--- src/rtl/apb_uart_pkg.sv ---
// Shared constants and types for the APB UART transmit master.
// Register indices, LSR bit positions, init values and FSM state/phase encodings.
package apb_uart_pkg;

  localparam logic [2:0] REG_THR = 3'd0;
  localparam logic [2:0] REG_DLL = 3'd0;
  localparam logic [2:0] REG_DLM = 3'd1;
  localparam logic [2:0] REG_FCR = 3'd2;
  localparam logic [2:0] REG_LCR = 3'd3;
  localparam logic [2:0] REG_LSR = 3'd5;

  localparam int LSR_THRE = 5;
  localparam int LSR_TEMT = 6;

  localparam logic [7:0] LCR_DLAB = 8'h80;
  localparam logic [7:0] FCR_INIT = 8'h07;
  localparam logic [7:0] CHAR_LF  = 8'h0A;
  localparam logic [7:0] CHAR_CR  = 8'h0D;

  typedef enum logic [2:0] {
    ST_INIT_DLAB,
    ST_INIT_DLL,
    ST_INIT_DLM,
    ST_INIT_LCR,
    ST_INIT_FCR,
    ST_IDLE,
    ST_POLL_LSR,
    ST_SEND_THR
  } tx_state_e;

  typedef enum logic [1:0] {
    PH_IDLE,
    PH_SETUP,
    PH_ACCESS
  } apb_phase_e;

  // UART registers sit on 32-bit word boundaries.
  function automatic logic [31:0] reg_offset(input logic [2:0] idx);
    return {27'd0, idx, 2'b00};
  endfunction

endpackage

--- src/rtl/uart_tx_byte_fifo.sv ---
// Synchronous byte FIFO with occupancy count; DEPTH must be a power of two >= 2.
// Head entry is presented combinationally so the master can write it without a read bubble.
module uart_tx_byte_fifo #(
  parameter int DEPTH = 8
) (
  input  logic       clk_i,
  input  logic       rst_ni,
  input  logic       push_i,
  input  logic [7:0] data_i,
  input  logic       pop_i,
  output logic [7:0] data_o,
  output logic       full_o,
  output logic       empty_o
);

  localparam int AW = $clog2(DEPTH);
  localparam logic [AW:0] FULL_CNT = (AW + 1)'(DEPTH);

  logic [7:0]    r_mem [DEPTH];
  logic [AW-1:0] r_wr_ptr;
  logic [AW-1:0] r_rd_ptr;
  logic [AW:0]   r_count;
  logic          w_push;
  logic          w_pop;

  assign full_o  = (r_count == FULL_CNT);
  assign empty_o = (r_count == '0);
  assign w_push  = push_i & ~full_o;
  assign w_pop   = pop_i & ~empty_o;
  assign data_o  = r_mem[r_rd_ptr];

  always_ff @(posedge clk_i) begin
    if (w_push) begin
      r_mem[r_wr_ptr] <= data_i;
    end
  end

  always_ff @(posedge clk_i or negedge rst_ni) begin
    if (!rst_ni) begin
      r_wr_ptr <= '0;
      r_rd_ptr <= '0;
      r_count  <= '0;
    end else begin
      if (w_push) begin
        r_wr_ptr <= r_wr_ptr + AW'(1);
      end
      if (w_pop) begin
        r_rd_ptr <= r_rd_ptr + AW'(1);
      end
      case ({w_push, w_pop})
        2'b10:   r_count <= r_count + (AW + 1)'(1);
        2'b01:   r_count <= r_count - (AW + 1)'(1);
        default: r_count <= r_count;
      endcase
    end
  end

endmodule

--- src/rtl/apb_uart_tx_master.sv ---
// APB3 initiator that initialises a 16550 UART and streams buffered bytes to THR.
// Optional LF -> CR,LF expansion when APB_UART_TX_MASTER_CRLF_EN is defined.
module apb_uart_tx_master
  import apb_uart_pkg::*;
#(
  parameter int          FIFO_DEPTH = 8,
  parameter logic [31:0] UART_BASE  = 32'h0000_0000,
  parameter logic [15:0] DIVISOR    = 16'd27,
  parameter logic [7:0]  LCR_VAL    = 8'h03
) (
  input  logic        clk_i,
  input  logic        rst_ni,
  input  logic [7:0]  char_i,
  input  logic        char_valid_i,
  output logic        char_ready_o,
  output logic        init_done_o,
  output logic        busy_o,
  output logic        err_o,
  output logic        psel_o,
  output logic        penable_o,
  output logic        pwrite_o,
  output logic [31:0] paddr_o,
  output logic [31:0] pwdata_o,
  input  logic [31:0] prdata_i,
  input  logic        pready_i,
  input  logic        pslverr_i
);

  tx_state_e  r_state;
  tx_state_e  w_state_next;
  apb_phase_e r_phase;
  apb_phase_e w_phase_next;
  logic       r_init_done;
  logic       w_init_done_next;
  logic       r_err;

  logic       w_done;
  logic       w_active;
  logic       w_push;
  logic       w_pop;
  logic [7:0] w_fifo_head;
  logic       w_fifo_full;
  logic       w_fifo_empty;
  logic [7:0] w_thr_byte;
  logic [2:0] w_reg_idx;
  logic       w_wr;
  logic [7:0] w_wdata;
  logic       w_unused_prdata;

`ifdef APB_UART_TX_MASTER_CRLF_EN
  logic       r_cr_sent;
  logic       w_cr_sent_next;
  logic       w_need_cr;

  assign w_need_cr  = (w_fifo_head == CHAR_LF) & ~r_cr_sent;
  assign w_thr_byte = w_need_cr ? CHAR_CR : w_fifo_head;
`else
  assign w_thr_byte = w_fifo_head;
`endif

  assign w_unused_prdata = ^{prdata_i[31:6], prdata_i[4:0]};

  uart_tx_byte_fifo #(
    .DEPTH(FIFO_DEPTH)
  ) u_fifo (
    .clk_i  (clk_i),
    .rst_ni (rst_ni),
    .push_i (w_push),
    .data_i (char_i),
    .pop_i  (w_pop),
    .data_o (w_fifo_head),
    .full_o (w_fifo_full),
    .empty_o(w_fifo_empty)
  );

  assign char_ready_o = r_init_done & ~w_fifo_full;
  assign w_push       = char_valid_i & char_ready_o;
  assign init_done_o  = r_init_done;
  assign err_o        = r_err;
  assign busy_o       = ~w_fifo_empty | psel_o;

  assign w_done   = (r_phase == PH_ACCESS) & pready_i;
  assign w_active = (r_phase != PH_IDLE);

  // Bus outputs are decoded from registered state and forced to zero between transfers.
  assign psel_o    = w_active;
  assign penable_o = (r_phase == PH_ACCESS);
  assign pwrite_o  = w_active & w_wr;
  assign paddr_o   = w_active ? (UART_BASE + reg_offset(w_reg_idx)) : 32'h0;
  assign pwdata_o  = w_active ? {24'h0, w_wdata} : 32'h0;

  always_comb begin
    w_reg_idx = REG_THR;
    w_wr      = 1'b0;
    w_wdata   = 8'h00;
    case (r_state)
      ST_INIT_DLAB: begin w_reg_idx = REG_LCR; w_wr = 1'b1; w_wdata = LCR_DLAB;      end
      ST_INIT_DLL:  begin w_reg_idx = REG_DLL; w_wr = 1'b1; w_wdata = DIVISOR[7:0];  end
      ST_INIT_DLM:  begin w_reg_idx = REG_DLM; w_wr = 1'b1; w_wdata = DIVISOR[15:8]; end
      ST_INIT_LCR:  begin w_reg_idx = REG_LCR; w_wr = 1'b1; w_wdata = LCR_VAL;       end
      ST_INIT_FCR:  begin w_reg_idx = REG_FCR; w_wr = 1'b1; w_wdata = FCR_INIT;      end
      ST_POLL_LSR:  begin w_reg_idx = REG_LSR; w_wr = 1'b0; w_wdata = 8'h00;         end
      ST_SEND_THR:  begin w_reg_idx = REG_THR; w_wr = 1'b1; w_wdata = w_thr_byte;    end
      default:      begin w_reg_idx = REG_THR; w_wr = 1'b0; w_wdata = 8'h00;         end
    endcase
  end

  always_ff @(posedge clk_i or negedge rst_ni) begin
    if (!rst_ni) begin
      r_state     <= ST_INIT_DLAB;
      r_phase     <= PH_IDLE;
      r_init_done <= 1'b0;
      r_err       <= 1'b0;
    end else begin
      r_state     <= w_state_next;
      r_phase     <= w_phase_next;
      r_init_done <= w_init_done_next;
      r_err       <= r_err | (w_done & pslverr_i);
    end
  end

`ifdef APB_UART_TX_MASTER_CRLF_EN
  always_ff @(posedge clk_i or negedge rst_ni) begin
    if (!rst_ni) begin
      r_cr_sent <= 1'b0;
    end else begin
      r_cr_sent <= w_cr_sent_next;
    end
  end
`endif

  always_comb begin
    w_state_next     = r_state;
    w_phase_next     = r_phase;
    w_init_done_next = r_init_done;
    w_pop            = 1'b0;
`ifdef APB_UART_TX_MASTER_CRLF_EN
    w_cr_sent_next   = r_cr_sent;
`endif

    // A completed transfer always returns to PH_IDLE, giving the mandatory idle cycle.
    if (r_state != ST_IDLE) begin
      case (r_phase)
        PH_IDLE:   w_phase_next = PH_SETUP;
        PH_SETUP:  w_phase_next = PH_ACCESS;
        PH_ACCESS: w_phase_next = pready_i ? PH_IDLE : PH_ACCESS;
        default:   w_phase_next = PH_IDLE;
      endcase
    end

    case (r_state)
      ST_INIT_DLAB: if (w_done) w_state_next = ST_INIT_DLL;
      ST_INIT_DLL:  if (w_done) w_state_next = ST_INIT_DLM;
      ST_INIT_DLM:  if (w_done) w_state_next = ST_INIT_LCR;
      ST_INIT_LCR:  if (w_done) w_state_next = ST_INIT_FCR;
      ST_INIT_FCR: begin
        if (w_done) begin
          w_state_next     = ST_IDLE;
          w_init_done_next = 1'b1;
        end
      end
      ST_IDLE: begin
        if (!w_fifo_empty) w_state_next = ST_POLL_LSR;
      end
      ST_POLL_LSR: begin
        // A slave error on the LSR read is treated as "not ready".
        if (w_done && prdata_i[LSR_THRE] && !pslverr_i) w_state_next = ST_SEND_THR;
      end
      ST_SEND_THR: begin
        if (w_done) begin
`ifdef APB_UART_TX_MASTER_CRLF_EN
          if (w_need_cr) begin
            w_cr_sent_next = 1'b1;
            w_state_next   = ST_POLL_LSR;
          end else begin
            w_pop          = 1'b1;
            w_cr_sent_next = 1'b0;
            w_state_next   = ST_IDLE;
          end
`else
          w_pop        = 1'b1;
          w_state_next = ST_IDLE;
`endif
        end
      end
      default: w_state_next = ST_IDLE;
    endcase
  end

endmodule

--- config.mk ---
export PLATFORM = sky130hd
export DESIGN_NAME = apb_uart_tx_master
export DESIGN_NICKNAME = d
export VERILOG_FILES = /design/src/rtl/apb_uart_pkg.sv /design/src/rtl/uart_tx_byte_fifo.sv /design/src/rtl/apb_uart_tx_master.sv
export SDC_FILE = /design/constraint.sdc
export NUM_CORES = 1
export LEC_CHECK = 0
export CAP_MARGIN = 15
export CORE_MARGIN = 2
export CORE_UTILIZATION = 30
export CTS_BUF_LIST = sky130_fd_sc_hd__clkbuf_16
export DETAILED_ROUTE_END_ITERATION = 8
export GPL_TIMING_DRIVEN = 0
export HOLD_SLACK_MARGIN = 0.05
export REMOVE_ABC_BUFFERS = 1
export SLEW_MARGIN = 15
export SYNTH_ARGS = -nofsm -noshare
export SYNTH_HDL_FRONTEND = slang
export SYNTH_HIERARCHICAL = 1
export SYNTH_SLANG_ARGS = --single-unit
export TNS_END_PERCENT = 10
--- constraint.sdc ---
create_clock -name clk_i -period 3.85 [get_ports clk_i]
set_input_delay 0.77 -clock clk_i [delete_from_list [all_inputs] [get_ports clk_i]]
set_output_delay 0.77 -clock clk_i [all_outputs]
set_load 0.01 [all_outputs]
==> results_dict.tcl, run 1 <==
set metrics [dict create \
    status "completed" \
    start_util_pct 30.8 \
    setup_viol_count_final 0 \
    slew_violations 0 \
    clock_sinks 81 \
    async_flop_share_pct 21.0 \
    r2r-start "u_fifo/r_count[0]$_DFFE_PN0P_" \
    syn_area_sq_mm 0.00410 \
    post-cts-setup-buffers 0 \
    crit_chain "mux4_1 -> mux2_2 -> nand3_1 -> o21ai_0 -> and3_1 -> clkdlybuf4s50_1" \
    nFillCells 1259 \
    max_stage_delay_ns 0.72 \
    synth.most_common_cell "edfxtp_1" \
    startpoint "u_fifo/r_rd_ptr[0]$_DFFE_PN0P_" \
    ys.flop_type "edfxtp_1" \
    fin_nets 372 \
    crit_fanout 18 \
    tightest_slew_ns 0.927 \
    dr_total_vias 2243 \
    row_count 42 \
    drive_above_1_share_pct 12.3 \
    routedWlPerCell_um 14.8 \
    drc 0 \
    ir_worst_vdd_mv 0.291 \
    grt_setup_unrepaired "false" \
    p_leak_uw 0.00172 \
    antennaDiodeCount 0 \
    endpoint_kind "output pin" \
    ys_ff_latch 81 \
    grt_pass1_wl_um 11600 \
    seq_area_sq_mm 0.00235 \
    dp_hpwl_um 5060 \
    synth_top_area_share_pct 46.9 \
    io_buffer_count 31 \
    yosys-top-cells-count "edfxtp_1 (64), buf_4 (55), dfrtp_1 (17), nand2_1 (17), mux4_1 (16)" \
    die_area_sq_mm 0.0146 \
    cp-start-kind "flip-flop" \
    relSlewSlack_pct 37.9 \
    cts.root.buffer_cell "clkbuf_16" \
    cts_tree "done" \
    grt_max_degree 19 \
    wl_um 7420 \
    die_w_um 121 \
    ys_seq_area_share_pct 57.3 \
    die_height_um 121 \
    syn-instance-count 287 \
    slowest_stage "dfrtp_2" \
    cts_buffers 9 \
    vias_per_cell 4.47 \
    antenna_found_initial 0 \
    min-delay-start "err_o$_DFF_PN0_" \
    hp-class "flip-flop to flip-flop" \
    final_core_util_pct 35.1 \
    synth_top_cell_by_area "edfxtp_1" \
    synth.top_cells.by_area "edfxtp_1 (47%), dfrtp_1 (10%), mux4_1 (10%)" \
    htree_levels 3 \
    synth_cell_types 51 \
    synth-edff-count 64 \
    required_ns 3.08 \
    hold_violations 0 \
    ios 116 \
    drv_cap 0 \
    antenna_left 0 \
    critPathArrivalTime_ns 2.86 \
    clkTransAtPathRegs_ns 0.06 \
    post_cts_resize_count 1 \
    p_per_area_mw_per_mm2 634 \
    fin_crit_ns 3.63 \
    skew_ns 0.00743 \
    fin_crit_sh_pct 94.2 \
    clkLatencyLatePin_ns 0.34 \
    hold_buffers 0 \
    grtUsageTotal_pct 10.6 \
    yosysWarnings 6 \
    avgSynthCellArea_sq_um 14.3 \
    fin_setup_tns_ns 0 \
    core_area_sq_mm 0.0133 \
    multi_input_area_sq_mm 0.00145 \
    clk_path_buf_depth 2 \
    drt-initial-drc-count 142 \
    gp_congestion 0.714 \
    overflow 0 \
    fmax_ghz 0.276 \
    critPathKind "flip-flop to output pin" \
    drtPass1Iterations 4 \
    syn_to_final_growth_pct 14.1 \
    grt_pass1_vias 2170 \
]
[flip-flops by register name, summed over array words and instances (netlist names)]
signal	flops
u_fifo/r_mem	64
err_o	1
u_fifo/r_count	4
u_fifo/r_wr_ptr	3
init_done_o	1
r_state	3
u_fifo/r_rd_ptr	3
r_phase	2
[layout make-up]
cell class	instances	share of cell area [%]
flip-flops and latches	81	50.3
inverters	7	0.562
well taps	176	4.71
multi-input cells	189	31.1
clock buffers	9	4.82
clock inverters	7	1.55
repair buffers	33	6.96
[stage by stage]
| stage | setup slack [ns] | power, uW | instance area (sq um) | hold WS, ns | cells |
|---|---|---|---|---|---|
| 2_1_floorplan | 0.895 | 1760 | 3820 | 0.474 | 277 |
| 3_3_place_gp | 0.242 | 2110 | 4350 | 0.443 | 484 |
| 3_5_place_dp | 0.205 | 2150 | 4370 | 0.445 | 486 |
| 4_1_cts | 0.226 | 2990 | 4670 | 0.459 | 502 |
| 5_1_grt | 0.125 | 3130 | 4670 | 0.502 | 502 |
| 6_report | 0.222 | 2960 | 4670 | 0.455 | 502 |
[layer usage]
layer  part of all wire, %  GRT usage [%]  vias to the layer above
met5                     0              0                        -
met4                   1.4           4.00                        0
met3                   5.4           2.69                        9
met2                    50           17.8                       96
met1                    43           13.1                     1114
li1                      -              -                     1024
[worst max-delay path, delay by kind of cell, from the launching register on]
family | cells | cell delay (ns)
muxes | 2 | 0.93
DFF | 1 | 0.72
buffers and inverters | 1 | 0.47
and+or+nand+nor | 2 | 0.29
AOI/OAI and AO/OA | 1 | 0.10
[worst paths after layout]
| path | cells after the start | to | slack, ns |
|---|---|---|---|
| max in group asynchronous | 1 | u_fifo/r_rd_ptr[0]$_DFFE_PN0P_ | 2.39 |
| worst max-delay path | 6 | pwdata_o[2] | 0.22 |
| worst min-delay path | 1 | err_o$_DFF_PN0_ | 0.45 |
| worst max register to register | 10 | u_fifo/r_count[3]$_DFFE_PN0P_ | 0.67 |
| worst min register to register | 1 | err_o$_DFF_PN0_ | 0.45 |
| min in group asynchronous | 1 | u_fifo/r_count[1]$_DFFE_PN0P_ | 0.91 |
[cells in the final DEF, fill, tap and decap left out, types with 3 or more instances in the layout]
cell / Yosys / routed
mux4_1: 16 / 16
clkinv_4: 0 / 3
nor3_2: 1 / 3
nand2_1: 17 / 17
clkdlybuf4s50_1: 0 / 31
conb_1: 1 / 53
nor3b_1: 4 / 4
mux2_2: 10 / 10
dfrtp_1: 17 / 16
ha_1: 5 / 5
nand2b_1: 4 / 4
inv_1: 7 / 8
edfxtp_1: 64 / 64
and3_1: 4 / 4
nor2_1: 13 / 13
clkbuf_16: 0 / 9
xnor2_1: 5 / 5
nand3_1: 7 / 7
o21ai_0: 4 / 4
a21oi_1: 10 / 10
[cells by family after synthesis]
family	share of synthesized area (%)
xor gates and xnor gates	1.28
AOI/OAI and AO/OA	4.22
adders and majority gates	2.02
buffers and inverters	12.2
and+or+nand+nor	9.62
muxes	13.3
DFF	57.3
other	0.0916
[power by group]
group / leakage, uW / total, uW / internal (uW) / switching, uW
Combinational: 0.000788 / 869 / 460 / 409
Sequential: 0.000785 / 1260 / 1070 / 191
Clock: 0.000143 / 838 / 501 / 338
Total: 0.00172 / 2960 / 2030 / 937
No activity file was read; power rests on OpenSTA's default activity.
==> run 2, diff against run 1 <==
Settings changed: REMOVE_ABC_BUFFERS 1 to unset.
Clock period 3.85 ns to 4.5 ns, I/O delays scaled along.
==> results_dict.tcl, run 2 (same netlist as run 1, synthesis figures left out) <==
set metrics [dict create \
    status "completed" \
    tightest_slew_ns 1.03 \
    ios 116 \
    placed_cells 546 \
    crit_fanout 10 \
    largest_reg_flops 64 \
    clkLatencyLatePin_ns 0.33 \
    nFillCells 1270 \
    p_leak_uw 0.00206 \
    overflow 0 \
    antenna_found_initial 0 \
    cp-endpoint "pwdata_o[0]" \
    grt_setup_unrepaired "false" \
    p_per_area_mw_per_mm2 520 \
    fin_crit_ns 3.89 \
    syn_to_final_growth_pct 25.8 \
    startpoint "u_fifo/r_rd_ptr[1]$_DFFE_PN0P_" \
    routedWlPerCell_um 14.4 \
    endpoint_kind "output pin" \
    grt_pass1_wl_um 12600 \
    row_count 42 \
    clkTransAtPathRegs_ns 0.06 \
    hold_violations 0 \
    r2r-start "u_fifo/r_count[0]$_DFFE_PN0P_" \
    post-cts-setup-buffers 0 \
    drtPass1Iterations 4 \
    vias_per_cell 4.27 \
    antennaDiodeCount 0 \
    reg2regPathDepth 10 \
    antenna_left 0 \
    drc 0 \
    die_w_um 121 \
    clock_sinks 81 \
    hp-class "flip-flop to flip-flop" \
    gp_congestion 0.720 \
    final_common_cell "edfxtp_1" \
    layout_common_cells "edfxtp_1 (64), buf_4 (55), conb_1 (53)" \
    clk_path_buf_depth 2 \
    core_area_sq_mm 0.0133 \
    grt_pass1_vias 2294 \
    top_regs "u_fifo/r_mem x64, u_fifo/r_count x4" \
    dp_hpwl_um 5590 \
    cts.root.buffer_cell "clkbuf_16" \
    final_cells 562 \
    htree_levels 3 \
    rrSetupSlack_ns 1.27 \
    fin_nets 432 \
    die_area_sq_mm 0.0146 \
    fmax_ghz 0.257 \
    critPathKind "flip-flop to output pin" \
    drive_above_1_share_pct 25.1 \
    max_flop_register "u_fifo/r_mem" \
    grt_max_degree 18 \
    hold_buffers 0 \
    required_ns 3.60 \
    ir_worst_vdd_mv 0.234 \
    drv_cap 0 \
    grtUsageTotal_pct 11.7 \
    cts_buffers 9 \
    cp-start-kind "flip-flop" \
    drt-initial-drc-count 165 \
    slew_violations 0 \
    fin_crit_sh_pct 86.6 \
    relSlewSlack_pct 31.4 \
    critPathArrivalTime_ns 2.99 \
    start_util_pct 30.8 \
    wl_um 8110 \
    fin_setup_tns_ns 0 \
    dr_total_vias 2398 \
    setup_viol_count_final 0 \
    post_cts_resize_count 0 \
    die_height_um 121 \
    r2r_end "u_fifo/r_count[3]$_DFFE_PN0P_" \
    io_buffer_count 31 \
    skew_ns 0.00520 \
    cts_tree "done" \
]
==> run 2: through the flow <==
step	area (sq um)	util [%]	setup slack, ns	power [uW]	hold slack, ns
after floorplan	4290	-	1.43	1580	0.485
after global placement	4820	36.3	0.744	1900	0.449
after detailed placement	4830	36.3	0.691	1930	0.451
after CTS	5150	38.7	0.592	2710	0.465
after global routing	5150	38.7	0.451	2830	0.479
final	5150	38.7	0.605	2680	0.459
==> run 2: metal layers <==
metal  track usage (%)  share of wire, %  vias up
li1                  -                 -     1152
met1              14.9                44     1148
met2              19.1                48       85
met3              3.11               6.2       13
met4              4.29               1.7        0
met5                 0                 0        -
==> run 2: power breakdown <==
group          switching (uW)  total (uW)  internal (uW)
sequential                107        1020            913
combinational             429         884            455
clock                     288         775            487
==> run 2: cell type report <==
class | instances | area, sq um | share of cell area, %
buffer | 62 | 473 | 9.18
clock buffer | 9 | 225 | 4.37
clock inverter | 7 | 93.8 | 1.82
inverter | 7 | 26.3 | 0.510
multi-input combinational | 189 | 1450 | 28.2
sequential | 81 | 2350 | 45.6
tap | 176 | 220 | 4.28
timing repair buffer | 31 | 310 | 6.03
==> run 2: worst min-delay path by stage <==
stage | startpoint | endpoint | slack (ns) | cells after the start
3_3_place_gp | err_o$_DFF_PN0_ | err_o$_DFF_PN0_ | 0.45 | 1
5_1_grt | err_o$_DFF_PN0_ | err_o$_DFF_PN0_ | 0.48 | 1
3_5_place_dp | err_o$_DFF_PN0_ | err_o$_DFF_PN0_ | 0.45 | 1
4_1_cts | err_o$_DFF_PN0_ | err_o$_DFF_PN0_ | 0.47 | 1
2_1_floorplan | u_fifo/r_wr_ptr[0]$_DFFE_PN0P_ | u_fifo/r_wr_ptr[0]$_DFFE_PN0P_ | 0.48 | 1
6_report | err_o$_DFF_PN0_ | err_o$_DFF_PN0_ | 0.46 | 1
==> run 2: critical path: stages (launching register included) <==
cell and delay, ns:
dfrtp_1 0.35, clkbuf_1 0.40, buf_2 0.37, mux4_1 0.35
mux2_2 0.31, a21bo_2 0.22, nand2_1 0.06, a21oi_1 0.09
clkdlybuf4s50_1 0.49
==> run 3, diff against run 2 <==
Clock period 4.5 ns to 4.4 ns, I/O delays scaled along.
==> results of run 3 <==
Same layout as run 2 (identical final DEF). Status: completed.
Among the figures that moved: setup slack after placement 0.691 ns -> 0.611 ns; setup slack after layout 0.605 ns -> 0.525 ns; register-to-register setup slack 1.27 ns -> 1.17 ns; total power 2680 uW -> 2740 uW; worst IR drop on VDD 0.234 mV -> 0.239 mV
